[src/rtl/priority_code_decoder_3x8_seq.sv]
// Buffers 3-bit codes in a small FIFO and replays each one as a one-hot 8-bit strobe
// held PULSE_LEN cycles, separated by GAP_LEN idle cycles.
module priority_code_decoder_3x8_seq #(
    parameter int unsigned DEPTH     = 4,
    parameter int unsigned PULSE_LEN = 2,
    parameter int unsigned GAP_LEN   = 1
) (
    input  logic                     clk,
    input  logic                     rst,
    input  logic                     en,
    input  logic [2:0]               code_in,
    input  logic                     code_valid,
    output logic                     code_ready,
    output logic [7:0]               out,
    output logic                     out_valid,
    output logic                     busy,
    output logic [$clog2(DEPTH):0]   fifo_count
);

    localparam int unsigned PTR_W      = $clog2(DEPTH);
    localparam int unsigned CNT_W      = PTR_W + 1;
    localparam int unsigned HOLD_MAX   = (PULSE_LEN > GAP_LEN) ? PULSE_LEN : GAP_LEN;
    localparam int unsigned HOLD_W     = (HOLD_MAX > 1) ? $clog2(HOLD_MAX) : 1;
    localparam int unsigned PULSE_LOAD = PULSE_LEN - 1;
    localparam int unsigned GAP_LOAD   = (GAP_LEN > 0) ? GAP_LEN - 1 : 0;

    localparam logic [1:0] IDLE  = 2'd0;
    localparam logic [1:0] DRIVE = 2'd1;
    localparam logic [1:0] GAP   = 2'd2;

    logic [2:0]        mem_q [DEPTH];
    logic [PTR_W-1:0]  wr_ptr_q, wr_ptr_d;
    logic [PTR_W-1:0]  rd_ptr_q, rd_ptr_d;
    logic [CNT_W-1:0]  count_q, count_d;
    logic [1:0]        state_q, state_d;
    logic [HOLD_W-1:0] hold_q, hold_d;
    logic [7:0]        out_q, out_d;
    logic              push_c;
    logic              pop_c;
    logic [7:0]        head_onehot_c;

    // Ready depends only on reset and registered occupancy, never on a same-cycle pop.
    assign code_ready    = !rst && (count_q < CNT_W'(DEPTH));
    assign push_c        = code_valid && code_ready;
    assign head_onehot_c = 8'b1 << mem_q[rd_ptr_q];

    // Replay sequencer: IDLE -> DRIVE -> (GAP) -> next strobe or IDLE; en=1 aborts to IDLE.
    always_comb begin
        state_d = state_q;
        hold_d  = hold_q;
        out_d   = out_q;
        pop_c   = 1'b0;
        if (en) begin
            state_d = IDLE;
            hold_d  = '0;
            out_d   = '0;
        end else begin
            case (state_q)
                IDLE: begin
                    if (count_q != '0) begin
                        pop_c   = 1'b1;
                        out_d   = head_onehot_c;
                        state_d = DRIVE;
                        hold_d  = HOLD_W'(PULSE_LOAD);
                    end
                end
                DRIVE: begin
                    if (hold_q != '0) begin
                        hold_d = hold_q - HOLD_W'(1);
                    end else if (GAP_LEN > 0) begin
                        out_d   = '0;
                        state_d = GAP;
                        hold_d  = HOLD_W'(GAP_LOAD);
                    end else if (count_q != '0) begin
                        pop_c  = 1'b1;
                        out_d  = head_onehot_c;
                        hold_d = HOLD_W'(PULSE_LOAD);
                    end else begin
                        out_d   = '0;
                        state_d = IDLE;
                    end
                end
                GAP: begin
                    // Chain straight into the next strobe so the idle stretch is exactly GAP_LEN.
                    if (hold_q != '0) begin
                        hold_d = hold_q - HOLD_W'(1);
                    end else if (count_q != '0) begin
                        pop_c   = 1'b1;
                        out_d   = head_onehot_c;
                        state_d = DRIVE;
                        hold_d  = HOLD_W'(PULSE_LOAD);
                    end else begin
                        state_d = IDLE;
                    end
                end
                default: begin
                    state_d = IDLE;
                    hold_d  = '0;
                    out_d   = '0;
                end
            endcase
        end
    end

    // FIFO pointer and occupancy update.
    always_comb begin
        wr_ptr_d = push_c ? wr_ptr_q + PTR_W'(1) : wr_ptr_q;
        rd_ptr_d = pop_c  ? rd_ptr_q + PTR_W'(1) : rd_ptr_q;
        count_d  = count_q + CNT_W'(push_c) - CNT_W'(pop_c);
    end

    always_ff @(posedge clk) begin
        if (rst) begin
            state_q  <= IDLE;
            hold_q   <= '0;
            out_q    <= '0;
            wr_ptr_q <= '0;
            rd_ptr_q <= '0;
            count_q  <= '0;
        end else begin
            state_q  <= state_d;
            hold_q   <= hold_d;
            out_q    <= out_d;
            wr_ptr_q <= wr_ptr_d;
            rd_ptr_q <= rd_ptr_d;
            count_q  <= count_d;
        end
    end

    always_ff @(posedge clk) begin
        if (push_c) begin
            mem_q[wr_ptr_q] <= code_in;
        end
    end

    assign out        = out_q;
    assign out_valid  = (state_q == DRIVE);
    assign busy       = (state_q != IDLE) || (count_q != '0);
    assign fifo_count = count_q;

endmodule

[config.mk]
export PLATFORM = sky130hd
export DESIGN_NAME = priority_code_decoder_3x8_seq
export DESIGN_NICKNAME = d
export VERILOG_FILES = /design/src/rtl/priority_code_decoder_3x8_seq.sv
export SDC_FILE = /design/constraint.sdc
export NUM_CORES = 1
export LEC_CHECK = 0
export ABC_CLOCK_PERIOD_IN_PS = 4450
export CORE_ASPECT_RATIO = 1.2
export CORE_MARGIN = 2
export CORE_UTILIZATION = 39
export DETAILED_ROUTE_END_ITERATION = 16
export MAX_ROUTING_LAYER = met4
export PLACE_DENSITY = 0.71
export SLEW_MARGIN = 15
export SYNTH_ARGS = -nofsm -noshare
export SYNTH_HDL_FRONTEND = slang
export SYNTH_SLANG_ARGS = --single-unit
[constraint.sdc]
create_clock -name clk -period 4.45 [get_ports clk]
set_input_delay 1.1125 -clock clk [delete_from_list [all_inputs] [get_ports clk]]
set_output_delay 1.1125 -clock clk [all_outputs]
set_load 0.005 [all_outputs]
==> results of run 1 <==
-- synth_stat cells (2+ instances only) --
master | n | area (um^2)
nor2_1 | 9 | 33.8
edfxtp_1 | 12 | 360
ha_1 | 6 | 75.1
nand2b_1 | 3 | 18.8
dfxtp_1 | 20 | 400
mux4_2 | 3 | 67.6
nor3_1 | 3 | 15.0
a32o_1 | 4 | 40.0
inv_1 | 7 | 26.3
clkbuf_1 | 2 | 7.51
o2bb2ai_1 | 4 | 35.0
nand2_1 | 4 | 15.0
o31ai_1 | 2 | 15.0
and2_1 | 4 | 25.0
a21oi_1 | 5 | 25.0
nor2b_1 | 3 | 18.8
-- layer usage --
metal	wire (um)	GRT usage [%]	vias up
li1	-	-	440
met1	934	13.2	420
met2	1150	22.7	22
met3	126	6.90	2
met4	12	5.81	0
met5	0	-	-
-- layout by cell type (no fill, tap or decap), drive strengths merged, types with 2 or more instances in the layout --
cell           netlist  routed
a21oi                5       5
a32o                 4       4
and2                 5       5
clkbuf               2       7
clkdlybuf4s50        0      20
dfxtp               20      20
edfxtp              12      12
ha                   6       6
inv                  7       7
mux4                 3       3
nand2                4       4
nand2b               3       3
nor2                 9       9
nor2b                3       3
nor3                 3       3
o2bb2ai              4       4
o31ai                2       2
or2                  2       2
or3                  2       2
-- worst min path at each step --
stage                  end  slack (ns)  startpoint  cells past startpoint
floorplan           out[4]        0.46      out[4]                      1
detailed placement  out[4]        0.45      out[4]                      1
finish              out[6]        0.46      out[6]                      1
global route        out[4]        0.47      out[4]                      1
CTS                 out[4]        0.47      out[4]                      1
global placement    out[6]        0.45      out[6]                      1
-- where the power goes --
part           internal [mW]  switching, mW
Combinational          0.147          0.135
Clock                  0.124         0.0958
Sequential             0.344         0.0417
-- cell families after synthesis --
group,synth area share [%]
XOR/XNOR,1.28
buffers and inverters,3.30
flip-flops,55.7
AO/OA/AOI/OAI,10.9
AND/OR/NAND/NOR,16.0
adder cells (fa/ha/maj),6.97
multiplexers,5.77
-- registers in the layout (all words and copies together) (netlist names), named ones only --
signal and cells:
fifo_count 3, hold_q 1, mem_q 12, out 8
rd_ptr_q 2, state_q 2, wr_ptr_q 2
-- layout make-up --
cell class	count	area, um^2	area share (%)
Clock buffer	7	86.3	5.13
Clock inverter	1	3.75	0.223
Inverter	7	26.3	1.56
Multi-Input combinational cell	67	559	33.2
Sequential cell	32	761	45.2
Tap cell	37	46.3	2.75
Timing Repair Buffer	20	200	11.9
-- metrics by stage --
stage                     cells  worst slack (ns)  utilization [%]  hold slack [ns]  area (um^2)
after floorplan             109              1.36                -            0.456         1370
after global placement      163             0.811             47.7            0.446         1590
after detailed placement    163             0.669             47.7            0.451         1590
after CTS                   171             0.906             50.4            0.471         1680
after global routing        171             0.735             50.4            0.475         1680
final                       171             0.928             50.4            0.465         1680
==> results.yml, run 1 <==
status:
  status: "completed"
setup_path:
  crit_required_ns: 3.34
  r2r_slack_ns: 1.93
  crit_type: "input pin to output port"
  crit_slowest_cell: "clkdlybuf4s50_1"
  arrival_ns: 2.41
  crit_family: "buffers and inverters"
  endpoint: "code_ready"
  crit_start: "rst"
  max_stage_delay_ns: 0.61
  worst-path-buf-inv: 2
  cp_common_cell: "clkdlybuf4s50_1"
  cp-end-kind: "output port"
  cp-start-kind: "input pin"
  path_cells: "clkdlybuf4s50_1 > nor2_1 > clkdlybuf4s50_1"
  ff2ff_path_depth: 11
  crit_fanout: 12
  r2r_end: "fifo_count[2]"
  cp_num_cells: 3
  r2r-start: "fifo_count[1]"
power_and_ir_drop:
  ir_worst_vdd_mv: 0.265
  power_density_mw_per_mm2: 527
  power_mw: 0.887
  leakagePower_nw: 0.617
synthesis:
  synth_edf_count: 12
  synth_flop_cell: "dfxtp_1"
  yosysUniqueCellTypes: 34
  syn_nets: 123
  ys_ff_latch: 32
  seq_area_frac_synth_pct: 55.7
  ys_warn_count: 0
  async_reset_ff_share_pct: 0
  synth_area_mm2: 0.00137
  synthCells: 109
  avgSynthCellArea_um2: 12.5
timing:
  clock-skew-final_ns: 0.00360
  final.min_clock_period_ns: 3.52
  max_freq_mhz: 284
  max_slew_margin_pct: 65.6
  finalHoldViolations: 0
  fin_crit_sh_pct: 79.2
  fin_tns_setup_ns: 0
  finalMaxSlewViolations: 0
  grt_setup_unrepaired: "no"
  worst_slew_pin_slew_ns: 0.512
  finalSetupViolCount: 0
global_routing:
  gr-total-overflow: 0
  grt_max_degree: 13
  gr-usage-all-layers_pct: 13.5
  grt_pass1_wl_um: 3770
  grt_pass1_vias: 853
  antenna_found_initial: 0
clock_network:
  clk_latency_ns: 0.27
  root_buffer: "clkbuf_8"
  postCtsHoldBufs: 0
  clk_pin_slew_ns: 0.06
  post_cts_buffers: 0
  clkSinkCount: 32
  cts_tree: "built"
  cts_buffers: 5
  cts_resized: 0
  clk_path_buf_depth: 2
  htree_levels: 2
route:
  post_drt_wl_per_cell_um: 13.0
  drtIter0Drc: 26
  drtPass1Iterations: 4
  remaining_drc_errors: 0
  num_vias: 884
  wirelength_um: 2220
  vias_per_cell: 5.17
  ant_nets: 0
placed_design:
  io_buffers: 20
  hpwl_um: 1690
  gp_congestion: 0.744
flow_run:
  cap_violations: 0
die:
  core_area_mm2: 0.00334
  die_y_um: 68.8
  floorplan.initialDensity_pct: 40.9
  dieWidth_um: 58.0
  die_area_mm2: 0.00399
  num_rows: 23
  pin_count: 21
cells_and_area:
  fillers: 281
  antenna_cells: 0
  nNetsFinal: 147
  syn_to_final_growth_pct: 23.3
  drive_above_1_share_pct: 11.9
worst_hold_path:
  hold_path.class: "flip-flop to flip-flop"
Note: power is estimated with default switching activity, not from simulation.
==> run 2: changes to the inputs <==
- ABC_CLOCK_PERIOD_IN_PS: 4450 -> 3590
- clock period: 4.45 -> 3.59 ns (I/O delays scaled with it)
==> run 2 against run 1 <==
Total power up 22%. Clock skew down 0.00054 ns. Setup slack worse by 0.33 ns. Sequential cell count unchanged. Via count up 2.3%. First-iteration DRC count down 23%. Critical path depth unchanged. Register-to-register slack worse by 0.81 ns. Non-clock buffer count up 2. Sequential share of layout area down 0.20 points. Final area up 0.45%. Core utilization up 0.22 points.
==> results.yml, run 2 (synthesized netlist as in run 1, its figures left out) <==
global_routing:
  grt_max_degree: 11
  gr-usage-all-layers_pct: 13.8
  grt_pass1_vias: 863
  grt_pass1_wl_um: 3870
  gr-total-overflow: 0
  antenna_found_initial: 0
clock_network:
  cts_buffers: 5
  root_buffer: "clkbuf_8"
  clkSinkCount: 32
  cts_tree: "built"
  clk_path_buf_depth: 2
  htree_levels: 2
  clk_latency_ns: 0.28
  postCtsHoldBufs: 0
  cts_resized: 0
  clk_pin_slew_ns: 0.06
  post_cts_buffers: 0
route:
  drtIter0Drc: 20
  num_vias: 904
  wirelength_um: 2310
  post_drt_wl_per_cell_um: 13.4
  ant_nets: 0
  vias_per_cell: 5.23
  drtPass1Iterations: 4
  remaining_drc_errors: 0
worst_hold_path:
  hold_depth: 1
  hold_path.class: "flip-flop to flip-flop"
setup_path:
  arrival_ns: 2.09
  crit_type: "input pin to output port"
  r2r_end: "fifo_count[2]"
  crit_fanout: 7
  endpoint: "code_ready"
  r2r_slack_ns: 1.12
  ff2ff_path_depth: 11
  crit_required_ns: 2.69
  cp-start-kind: "input pin"
  crit_start: "rst"
  cp-end-kind: "output port"
  r2r-start: "fifo_count[1]"
placed_design:
  hpwl_um: 1720
  io_buffers: 20
  gp_congestion: 0.754
cells_and_area:
  antenna_cells: 0
  utilization_pct: 50.6
  regMostFlops: "mem_q"
  layout_common_cells: "20 x dfxtp_1, 20 x clkdlybuf4s50_1, 12 x edfxtp_1, 9 x nor2_1, 7 x inv_1"
  syn_to_final_growth_pct: 23.8
  largest_reg_flops: 12
  fillers: 298
  nNetsFinal: 149
  seqCellArea_um2: 761
  drive_above_1_share_pct: 14.0
  multi_input_area_um2: 559
timing:
  finalSetupViolCount: 0
  worst_slew_pin_slew_ns: 0.443
  grt_setup_unrepaired: "no"
  max_freq_mhz: 335
  final.min_clock_period_ns: 2.99
  max_slew_margin_pct: 70.2
  whs_ns: 0.464
  finalHoldViolations: 0
  fin_crit_sh_pct: 83.3
  finalMaxSlewViolations: 0
  fin_tns_setup_ns: 0
  clock-skew-final_ns: 0.00306
die:
  die_y_um: 68.8
  pin_count: 21
  floorplan.initialDensity_pct: 40.9
  num_rows: 23
  dieWidth_um: 58.0
  core_area_mm2: 0.00334
  die_area_mm2: 0.00399
power_and_ir_drop:
  leakagePower_nw: 0.627
  ir_worst_vdd_mv: 0.384
  power_density_mw_per_mm2: 641
flow_run:
  cap_violations: 0
status:
  status: "completed"
## run 2: cell types whose count changed in the layout (fill, tap and decap cells not counted), sizes merged
cell,previous run,this run
buf,0,2
clkbuf,7,5
clkinv,1,3
## run 2: metrics by stage
step                      setup WS (ns)  cells  total power [mW]  cell area, um^2
after floorplan                   0.719    109             0.724             1370
final                             0.601    173              1.08             1690
after global placement            0.489    165             0.824             1610
after detailed placement          0.389    165             0.839             1610
after global routing              0.557    173              1.17             1690
after CTS                         0.596    173              1.10             1690
## run 2: worst min path at each step
stage,from,slack [ns],end
after floorplan,out[4],0.46,out[4]
after global placement,out[6],0.45,out[6]
after detailed placement,out[4],0.45,out[4]
after CTS,out[6],0.47,out[6]
after global routing,out[4],0.47,out[4]
final,out[4],0.46,out[4]
## run 2: worst max-delay path: stages
cell	delay, ns
clkdlybuf4s50_1	0.54
nor2_1	0.15
clkdlybuf4s50_1	0.51
## run 2: power breakdown
part | internal (mW) | switching (mW)
registers | 0.426 | 0.0520
logic | 0.186 | 0.165
clock network | 0.131 | 0.123
## run 2: cell type report
cell class	instances	area share, %
flip-flops and latches	32	45.0
multi-input cells	67	33.1
repair buffers	22	12.7
clock buffers	5	4.07
well taps	37	2.74
inverters	7	1.55
clock inverters	3	0.814
## run 2: routing by layer
layer  GRT usage (%)  vias up  wire, um
met5               -        -         0
met4            5.23        0        21
met2            24.4       20      1210
met3            5.04        4       119
met1            14.0      434       955
li1                -      446         -
==> patch 1, RTL diff (flow settings as in run 1) <==
Change the parameter `PULSE_LEN` from 2 to 1.
--- a/src/rtl/priority_code_decoder_3x8_seq.sv
+++ b/src/rtl/priority_code_decoder_3x8_seq.sv
@@ -2,7 +2,7 @@
 // held PULSE_LEN cycles, separated by GAP_LEN idle cycles.
 module priority_code_decoder_3x8_seq #(
     parameter int unsigned DEPTH     = 4,
-    parameter int unsigned PULSE_LEN = 2,
+    parameter int unsigned PULSE_LEN = 1,
     parameter int unsigned GAP_LEN   = 1
 ) (
     input  logic                     clk,
Behaviour: not the same (Yosys sat finds a counterexample within 4 cycles, from zero or initial values and one cycle with rst high).
==> patch 1 against run 1 <==
Sequential power shrank 3%. Routed wire length grew 2.8%. Synthesized area fell by 6.3%. Critical endpoint unchanged. Setup slack lost 51 ps. Power down 11%. Sequential cell count decreased by 1. Utilization is 0.36 points higher. Cell area decreased by 7.0%. Via count down 3.5%. Critical path depth stayed put.
==> patch 1: results (changes against run 1) <==
total track usage=13.97% (was 13.52%); post-synthesis mux area share=5.284% (was 5.775%); share of synthesized registers carrying an async set or reset=0% (unchanged); Post-Syn Nets=112 (was 123); critical path's largest stage delay=650 ps (was 610 ps); crit-path max FO=13 (was 12); root buf cell=clkbuf_4 (was clkbuf_8); Wirelength per Cell=14.29 um (was 13.01 um); Leak=0.5890 nW (was 0.6173 nW); Worst Max-Slew Pin Slew=600.5 ps (was 512.2 ps); leading cell types by count after synthesis=19 x dfxtp_1, 12 x edfxtp_1, 8 x inv_1 (was 20 x dfxtp_1, 12 x edfxtp_1, 9 x nor2_1); Fin Clk Skew=10.98 ps (was 3.596 ps); min-delay src=out[7] (was out[6]); H-Tree Level Count=2 (unchanged); Setup WS pre-CTS=643.4 ps (was 668.7 ps); number of global-route vias before repair=854 (was 853); Worst Reg2Reg Path Length in Cells=10 (was 11); clock slew seen by the registers of the worst setup and hold paths=90 ps (was 60 ps); initial DRC count=19 (was 26); GPL Wtd Cong=0.7609 (was 0.7443); sequential area share after synthesis=57.93% (was 55.73%); Worst EP arrival=2460 ps (was 2410 ps); worst hold stages=2 (was 1); Via density=5.331 (was 5.170); top cells by area, synth=dfxtp_1 30%, edfxtp_1 28%, ha_1 5.9% (was dfxtp_1 29%, edfxtp_1 26%, ha_1 5.5%); xor/xnor share of the synthesized area=1.370% (was 1.283%); setup slack, reg-to-reg=1950 ps (was 1930 ps); status=completed (unchanged); largest net degree at the start of global routing=14 (was 13); Synth Area in Adders=7.436% (was 6.966%); Synth Area in Compound Gates=9.393% (was 10.91%); clock period minus worst slack=3574 ps (was 3522 ps); hold slack final=476.3 ps (was 464.8 ps); worst hold path endpoint=out[7] (was out[6]); layout cells sized above 1=15.32% (was 11.94%); final net count=137 (was 147); peak supply drop=0.2507 mV (was 0.2646 mV); insertion delay to the later sink of the worst-skew pair=320 ps (was 270 ps); global-route wire length before repair=3670 um (was 3774 um); synth unique cells=29 (was 34); FILL cells=290 (was 281)
==> patch 1: changes by cell type after synthesis, sizes merged, moves of 2 or more <==
| cell | before | now |
|---|---|---|
| o31ai | 2 | 4 |
| nor2 | 9 | 7 |
| nor3 | 3 | 6 |
| a21oi | 5 | 3 |
| nand2b | 3 | 0 |
| or2 | 2 | 0 |
| o2bb2ai | 4 | 0 |
| a32o | 4 | 6 |
| nand3 | 0 | 3 |
| nand2 | 4 | 1 |
==> patch 1: per-stage QoR <==
stage	utilization (%)	cell area, um^2	std cells
5_1_grt	50.77	1565	160
3_3_place_gp	49.19	1516	152
4_1_cts	50.77	1565	160
2_1_floorplan	-	1279	98
6_report	50.77	1565	160
3_5_place_dp	49.19	1516	152
==> patch 1: tightest hold or removal path: cells and delay by family, from the launching register on <==
kind | cells | cell delay (ps)
DFF | 1 | 320
AOI/OAI and AO/OA | 1 | 60
and+or+nand+nor | 1 | 60
==> patch 1: cell type report <==
class	count	area [um^2]	share of cell area [%]
flip-flops and latches	31	740.7	47.32
multi-input cells	57	500.5	31.97
repair buffers	20	200.2	12.79
well taps	36	45.04	2.878
clock buffers	6	41.29	2.638
inverters	8	30.03	1.918
clock inverters	2	7.507	0.4796
==> patch 1: worst max path at each step <==
stage / startpoint / endpoint
floorplan: rst / fifo_count[2]
global placement: rst / fifo_count[2]
detailed placement: rst / fifo_count[2]
CTS: rst / code_ready
global route: rst / code_ready
finish: rst / code_ready
==> patch 1: per-layer routing <==
layer  track usage, %  share of wire [%]
met1            11.71                 38
met3            3.495                4.0
met5                -                  0
met4            12.50                3.7
met2            25.29                 54
==> patch 1: report_power, final <==
group	switching, mW	internal [mW]
Clock	0.0867	0.0584
Sequential	0.0416	0.332
Combinational	0.137	0.135
==> patch 2, RTL diff (settings of run 1) <==
Without the edit above. Register the output `fifo_count` once more, with the module's reset; this adds one clock of latency there. The other outputs are not delayed to match.
--- a/src/rtl/priority_code_decoder_3x8_seq.sv
+++ b/src/rtl/priority_code_decoder_3x8_seq.sv
@@ -136,7 +136,13 @@
     assign out        = out_q;
     assign out_valid  = (state_q == DRIVE);
     assign busy       = (state_q != IDLE) || (count_q != '0);
-    assign fifo_count = count_q;
+    always_ff @(posedge clk) begin
+        if (rst) begin
+            fifo_count <= '0;
+        end else begin
+            fifo_count <= count_q;
+        end
+    end
 
 endmodule
 
Formal check against the unedited RTL: not equivalent (a bounded check fails within 4 cycles, from zero or initial values and one cycle with rst high).
==> patch 2 against run 1 <==
Synthesized area grew 5.6%. Setup slack gained 130 ps. Register-to-register slack gained 70 ps. Sequential power grew 8.3%. Routed wire length grew 8.1%. Cell area grew 4.8%. Sequential cell count grew 3. Power grew 1.7%. Global-route usage shrank 0.24 points. Clock power shrank 2%. Synthesized cell count grew 5.5%. Worst hold slack is essentially flat. Sequential share of layout area grew 1.3 points. Critical endpoint unchanged. Largest power group unchanged.
==> patch 2: results (changes against run 1) <==
sequential area share after synthesis=56.94% (was 55.73%); hold slack final=464.7 ps (was 464.8 ps); yosys warns=0 (unchanged); status=completed (unchanged); final net count=154 (was 147); First-pass DRT Iterations=4 (unchanged); worst hold path endpoint=out[5] (was out[6]); total track usage=13.28% (was 13.52%); Wirelength per Cell=13.36 um (was 13.01 um); DP Wirelength=1818 um (was 1690 um); setup slack, reg-to-reg=2000 ps (was 1930 ps); share of synthesized registers carrying an async set or reset=0% (unchanged); max reg flops=12 (unchanged); clk buf depth=2 (unchanged); layout cells sized above 1=10.64% (was 11.94%); initial DRC count=28 (was 26); peak supply drop=0.1496 mV (was 0.2646 mV); Fin. Hold Viols=0 (unchanged); Crit. Startpoint=rst (unchanged); Post-Syn Nets=129 (was 123); Fin Clk Skew=3.483 ps (was 3.596 ps); crit-path max FO=15 (was 12); drt drc=0 (unchanged); RR Endpoint=count_q[2] (was fifo_count[2]); setup bufs post-CTS=0 (unchanged); insertion delay to the later sink of the worst-skew pair=280 ps; top cells by area, synth=dfxtp_1 32%, edfxtp_1 25%, ha_1 5.2% (was dfxtp_1 29%, edfxtp_1 26%, ha_1 5.5%); EDFF count, synth=12 (unchanged); FILL cells=321 (was 281); Leak=0.6468 nW (was 0.6173 nW); number of global-route vias before repair=937 (was 853); synth unique cells=31 (was 34); clock slew seen by the registers of the worst setup and hold paths=70 ps; max_slew headroom=67.38% (was 65.57%); Diodes inserted=0 (unchanged); initial antenna violation count=0 (unchanged); largest net degree at the start of global routing=16 (was 13); GPL Wtd Cong=0.7440 (was 0.7443); root buf cell=clkbuf_8 (unchanged); post-cts resize count=0 (unchanged); min-delay src=out[5] (was out[6]); worst hold stages=1 (unchanged); largest register by flop count=mem_q (unchanged); Min-Delay Path Class=reg -> reg (unchanged); global-route wire length before repair=3974 um (was 3774 um); R2R Path Start=count_q[1] (was fifo_count[1]); Worst EP arrival=2280 ps (was 2410 ps); leading cell types by count after synthesis=23 x dfxtp_1, 12 x edfxtp_1, 9 x nor2_1 (was 20 x dfxtp_1, 12 x edfxtp_1, 9 x nor2_1); ys flop type=dfxtp_1 (unchanged); Worst Reg2Reg Path Length in Cells=11 (unchanged); Vias=921 (was 884)
[patch 2: kinds of logic (layout without fill, tap and decap cells)]
logic type	count (synthesis)	count (layout)	synth area share, %
simple gates	40	40	16.32
flops	35	35	56.94
compound gates	17	17	10.33
buf+inv	10	36	3.125
fa+ha+maj	7	7	6.597
mux	4	4	5.468
xor+xnor	2	2	1.215
[patch 2: how the worst max path moves through the flow]
stage          cells past startpoint  slack, ps          to
3_5_place_dp                      12        850  count_q[2]
6_report                           4       1060  code_ready
2_1_floorplan                     10       1610  count_q[2]
4_1_cts                            4       1050  code_ready
5_1_grt                           12        990  count_q[2]
3_3_place_gp                      12        960  count_q[2]
[patch 2: layer usage]
layer / global-route usage [%] / part of all wire, %
met4: 6.914 / 2.2
met3: 4.388 / 4.2
met2: 22.22 / 55
met1: 13.41 / 39
met5: - / 0
[patch 2: where the power goes]
group	total, mW	internal [mW]	switching (mW)
registers	0.417	0.375	0.0422
clock network	0.215	0.109	0.106
logic	0.270	0.137	0.133
total	0.902	0.621	0.281
[patch 2: cell type report]
cell class | count | share of cell area [%]
clock inverters | 2 | 0.7092
repair buffers | 21 | 11.77
well taps | 39 | 2.766
multi-input cells | 70 | 32.62
clock buffers | 6 | 4.113
flip-flops and latches | 35 | 46.52
inverters | 7 | 1.489
[patch 2: worst max-delay path, stage by stage]
cell,delay (ps)
clkdlybuf4s50_1,390
buf_4,180
nor2_1,90
clkdlybuf4s50_1,500
[patch 2: stage by stage]
step / instances / cell area [um^2] / setup slack [ps] / power (mW)
floorplan: 115 / 1441 / 1613 / 0.6176
global placement: 172 / 1679 / 961.5 / 0.6805
detailed placement: 172 / 1679 / 850.9 / 0.6967
CTS: 180 / 1764 / 1051 / 0.9156
global route: 180 / 1764 / 989.9 / 0.9705
finish: 180 / 1764 / 1061 / 0.9025
